--- src/rtl/ram_port_arbiter.sv ---
// rtl/ram_port_arbiter.sv - round-robin arbiter sharing one single-port RAM between fetch (I) and load/store (D)
//
// One access at a time: IDLE picks a winner, a grant state drives the RAM
// for one cycle and captures its combinational read data, and the following
// cycle carries a one-cycle ack back in IDLE. The RAM drive is decoded from
// the state register only, so an asynchronous reset silences ram_wren at once.

module ram_port_arbiter #(
   parameter int mem_depth = 1024,
   parameter int size      = 32,
   parameter int AW        = $clog2(mem_depth - 1)
) (
   input  logic            clock,
   input  logic            reset_n,

   input  logic            i_req,
   input  logic [AW-1:0]   i_addr,
   output logic [size-1:0] i_rdata,
   output logic            i_ack,

   input  logic            d_req,
   input  logic            d_we,
   input  logic [AW-1:0]   d_addr,
   input  logic [size-1:0] d_wdata,
   output logic [size-1:0] d_rdata,
   output logic            d_ack,

   output logic [AW-1:0]   ram_address,
   output logic            ram_wren,
   output logic [size-1:0] ram_data_in,
   input  logic [size-1:0] ram_data_out
);

   typedef enum logic [1:0] {
      IDLE  = 2'd0,
      GNT_I = 2'd1,
      GNT_D = 2'd2
   } state_t;

   // last_grant encoding: which port was served most recently
   localparam logic LG_I = 1'b0;
   localparam logic LG_D = 1'b1;

   state_t          state_q, state_d;
   logic            last_grant_q, last_grant_d;
   logic            i_ack_q, i_ack_d;
   logic            d_ack_q, d_ack_d;
   logic [size-1:0] i_rdata_q, i_rdata_d;
   logic [size-1:0] d_rdata_q, d_rdata_d;

   // A port whose ack is showing this cycle still has req high; mask it so
   // the same request is not served twice. Masks come from registered acks,
   // so there is no combinational req-to-ack path.
   logic eff_i;
   logic eff_d;

   assign eff_i = i_req & ~i_ack_q;
   assign eff_d = d_req & ~d_ack_q;

   // State, round-robin pointer, acks and captured read data
   always_ff @(posedge clock or negedge reset_n) begin
      if (!reset_n) begin
         state_q      <= IDLE;
         last_grant_q <= LG_D;
         i_ack_q      <= 1'b0;
         d_ack_q      <= 1'b0;
         i_rdata_q    <= '0;
         d_rdata_q    <= '0;
      end else begin
         state_q      <= state_d;
         last_grant_q <= last_grant_d;
         i_ack_q      <= i_ack_d;
         d_ack_q      <= d_ack_d;
         i_rdata_q    <= i_rdata_d;
         d_rdata_q    <= d_rdata_d;
      end
   end

   // Winner selection, RAM drive and capture of the granted access
   always_comb begin
      state_d      = state_q;
      last_grant_d = last_grant_q;
      i_ack_d      = 1'b0;
      d_ack_d      = 1'b0;
      i_rdata_d    = i_rdata_q;
      d_rdata_d    = d_rdata_q;
      ram_address  = '0;
      ram_wren     = 1'b0;
      ram_data_in  = '0;

      case (state_q)
         IDLE: begin
            if (eff_i && eff_d) begin
               // Contention: hand the RAM to whoever was not served last
               state_d = (last_grant_q == LG_D) ? GNT_I : GNT_D;
            end else if (eff_i) begin
               state_d = GNT_I;
            end else if (eff_d) begin
               state_d = GNT_D;
            end
         end

         GNT_I: begin
            ram_address  = i_addr;
            i_rdata_d    = ram_data_out;
            i_ack_d      = 1'b1;
            last_grant_d = LG_I;
            state_d      = IDLE;
         end

         GNT_D: begin
            ram_address  = d_addr;
            ram_wren     = d_we;
            ram_data_in  = d_wdata;
            // A store leaves the previous load data in place
            if (!d_we) begin
               d_rdata_d = ram_data_out;
            end
            d_ack_d      = 1'b1;
            last_grant_d = LG_D;
            state_d      = IDLE;
         end

         default: begin
            state_d = IDLE;
         end
      endcase
   end

   assign i_ack   = i_ack_q;
   assign d_ack   = d_ack_q;
   assign i_rdata = i_rdata_q;
   assign d_rdata = d_rdata_q;

endmodule

--- config.mk ---
export PLATFORM = sky130hd
export DESIGN_NAME = ram_port_arbiter
export DESIGN_NICKNAME = d
export VERILOG_FILES = /design/src/rtl/ram_port_arbiter.sv
export SDC_FILE = /design/constraint.sdc
export NUM_CORES = 1
export LEC_CHECK = 0
export CORE_MARGIN = 2
export CORE_UTILIZATION = 30
export DETAILED_ROUTE_END_ITERATION = 8
export PLACE_DENSITY = 0.71
export SYNTH_ARGS = -nofsm -noshare
export SYNTH_HDL_FRONTEND = slang
export SYNTH_SLANG_ARGS = --single-unit
--- constraint.sdc ---
create_clock -name clock -period 1.4 [get_ports clock]
set_input_delay 0.14 -clock clock [delete_from_list [all_inputs] [get_ports clock]]
set_output_delay 0.14 -clock clock [all_outputs]
set_load 0.005 [all_outputs]
==> results by group <==
Die
  – Core box area: 0.0102 mm2
  – # rows: 37
  – Die width: 106 um
  – Top-Level Pins: 198
  – Vert. Die Dim: 106 um
  – Starting Density: 30.6%
  – Die area: 0.0113 mm2

Route
  – Vias: 2650
  – Top sig layer: met4
  – Antenna-violating nets left: 0
  – DRC violations left: 0
  – Wire length on met3: 611 um
  – Initial DRT Pass Iterations: 4
  – Met1 wire length: 4440 um
  – Via density: 4.43
  – WL/cell: 17.8 um
  – Met2 Wirelength: 5460 um
  – Initial DRC Count: 90
  – Total wire length: 10600 um

Setup path
  – Reg2reg start: state_q[0]
  – Critical R2R Capture: d_rdata[19]
  – Worst Path Max Fanout: 8
  – Critical Path AT: 2.02 ns
  – Nature of the critical path endpoint: flip-flop
  – Startpoint types: flip-flop
  – Worst endpoint required time: 1.63 ns
  – Reg2reg path depth: 8
  – Critical path class: reg -> reg
  – Slack of the worst reg-to-reg path: -0.39 ns

Timing
  – RSZ-0062 raised after global routing: yes
  – Fin crit share: 128%
  – Worst slew pin tran: 0.375 ns
  – Setup TNS: -28.00 ns
  – Max Clk Rate: 0.558 GHz
  – Final min period: 1.79 ns
  – Final hold slack: 0.352 ns
  – Final hold viol count: 0
  – Worst slew margin: 75.0%
  – Post-route worst setup slack: -0.392 ns
  – Max Slew Vio Count: 0
  – Clk_skew: 0.00427 ns
  – Final setup violation count: 109

Global route
  – Gr ovfl total: 0
  – Largest net degree at the start of global routing: 70
  – Global-route wire length before repair: 14400 um
  – Vias in the first global route: 2709
  – Overall routing resource usage: 16.3%
  – Antenna violations before repair: 0

Yosys
  – Avg Cell Area, Syn: 14.5 um2
  – Yosys cell types: 17
  – Post-synth top area share: 54.4%
  – Syn_nets: 309
  – Synth warn: 0
  – Yosys top cell by area: dfrtp_1
  – Register area share after synthesis: 55.2%
  – Cells after synthesis: 216
  – Post-Syn Area: 0.00313 mm2
  – Post-synthesis register bit count: 69
  – Area contributors post-synth: dfrtp_1 54%, mux2_4 14%, mux2_2 13%, and2_1 6.6%, a22oi_1 2.4%

Run
  – Number of max-cap violations: 0

Clocking
  – Clk slew on worst S/H paths: 0.08 ns
  – CTS Sinks: 69
  – Clk_lat worst skew: 0.34 ns
  – CTS tree: yes
  – H-tree Lvls: 3
  – Total CTS buffers: 9
  – Clk buf depth: 2
  – Root Driver: clkbuf_8

Power and ir drop
  – VDD IR-drop max: 0.000944 V
  – Leakage: 3.08 nW
  – Pwr Density: 2010 mW/mm2

Run status
  – Violated checks: setup timing
  – Outcome: finished, violations left

Final layout
  – Area Overhead vs Synth: 102%
  – NumNets Final: 550
  – Post-route cell area: 0.00633 mm2
  – Diodes inserted: 0
  – Layout filler cell count: 797
  – Share of layout cells above drive strength 1: 46.3%

Placement
  – Gpl congestion: 0.726
  – IO buf count: 197
  – Dpl ws: -0.288 ns
  – Post-DP Area: 0.00532 mm2
  – Hpwl dp: 6550 um

Hold path
  – Worst hold path class: in -> async
==> flip-flops by register name (all words and copies together) (netlist names) <==
| name | count |
|---|---|
| d_rdata | 32 |
| i_ack | 1 |
| state_q | 2 |
| d_ack | 1 |
| last_grant_q | 1 |
| i_rdata | 32 |
==> routing by layer <==
| layer | up-vias | GRT usage [%] |
|---|---|---|
| met2 | 98 | 28.3 |
| met5 | - | 0 |
| li1 | 1220 | - |
| met1 | 1322 | 19.3 |
| met3 | 10 | 5.82 |
| met4 | 0 | 4.14 |
==> layout make-up <==
class	count	area [um2]	share of cell area, %
Inverter	3	11.3	0.178
Sequential cell	69	1730	27.3
Clock buffer	10	128	2.01
Clock inverter	6	87.6	1.38
Tap cell	136	170	2.69
Multi-Input combinational cell	130	1560	24.6
Timing Repair Buffer	244	2650	41.9
==> kinds of logic (layout without fill, tap and decap cells) <==
| group | Yosys count | count (layout) | share of synthesized area [%] |
|---|---|---|---|
| flops | 69 | 69 | 55.2 |
| mux | 65 | 65 | 27.0 |
| fa+ha+maj | 4 | 4 | 1.60 |
| buf+inv | 17 | 263 | 3.24 |
| compound gates | 13 | 13 | 3.08 |
| simple gates | 48 | 48 | 9.91 |
==> Yosys cell counts <==
cell type	n
inv_1	3
mux2_4	30
o22ai_1	1
nor2b_4	1
buf_2	6
mux2_2	35
a21boi_0	2
buf_6	4
nor2b_1	11
dfrtp_1	68
a22oi_1	10
and2_1	33
ha_1	4
clkbuf_1	4
dfstp_2	1
nand3b_1	2
nand2b_1	1
==> worst max-delay path by stage <==
stage,from,end,slack (ns),depth (start not counted)
floorplan,state_q[1],i_rdata[0],-0.03,5
global placement,state_q[0],ram_address[1],-0.25,4
detailed placement,state_q[0],ram_address[1],-0.29,4
CTS,state_q[0],ram_address[5],-0.38,6
global route,state_q[0],ram_address[0],-0.44,7
finish,state_q[0],d_rdata[19],-0.39,8
==> report_power, final <==
| part | total, mW | switching (mW) | leakage [nW] | internal (mW) |
|---|---|---|---|---|
| clock | 1.78 | 0.778 | 0.0985 | 1.00 |
| combinational | 7.40 | 2.24 | 2.16 | 5.16 |
| sequential | 3.57 | 0.553 | 0.818 | 3.02 |
==> through the flow <==
step	std cells	total power, mW	utilization, %
global route	598	13.5	61.9
CTS	568	11.5	55.3
global placement	545	9.23	52.0
floorplan	216	5.94	-
finish	598	12.8	61.9
detailed placement	545	9.34	52.0
==> cell usage in the layout, fill, tap and decap left out, types with 3 or more instances in the layout <==
cell type | synthesis | final
clkbuf_8 | 0 | 9
mux2_4 | 30 | 58
dfrtp_1 | 68 | 68
and2_4 | 0 | 32
dlymetal6s2s_1 | 0 | 31
buf_6 | 4 | 38
mux2_2 | 35 | 7
clkbuf_16 | 0 | 6
buf_4 | 0 | 23
dlygate4sd2_1 | 0 | 4
clkinvlp_4 | 0 | 3
nor2b_1 | 11 | 10
clkbuf_2 | 0 | 3
buf_12 | 0 | 7
ha_4 | 0 | 4
a22oi_1 | 10 | 6
a22oi_2 | 0 | 4
buf_2 | 6 | 8
clkdlybuf4s50_1 | 0 | 118
==> repair_timing <==
item / 4_1_cts / 5_1_grt
pin swaps: 4 / 29
endpoints found under the setup margin: 112 / 145
hold buffers: 1 / 0
endpoints found under the hold margin: 68 / 0
gates resized for setup: 159 / 159
buffers inserted: 4 / 23
cloned: 2 / 7
==> worst max-delay path, stage by stage (launching register included) <==
cell and delay, ns:
dfrtp_1 0.40, inv_2 0.10, buf_6 0.10, ha_4 0.17, buf_6 0.14, nor2b_4 0.16, buf_12 0.13, clkbuf_16 0.17
mux2_4 0.30
Note: power is estimated with default switching activity, not from simulation.
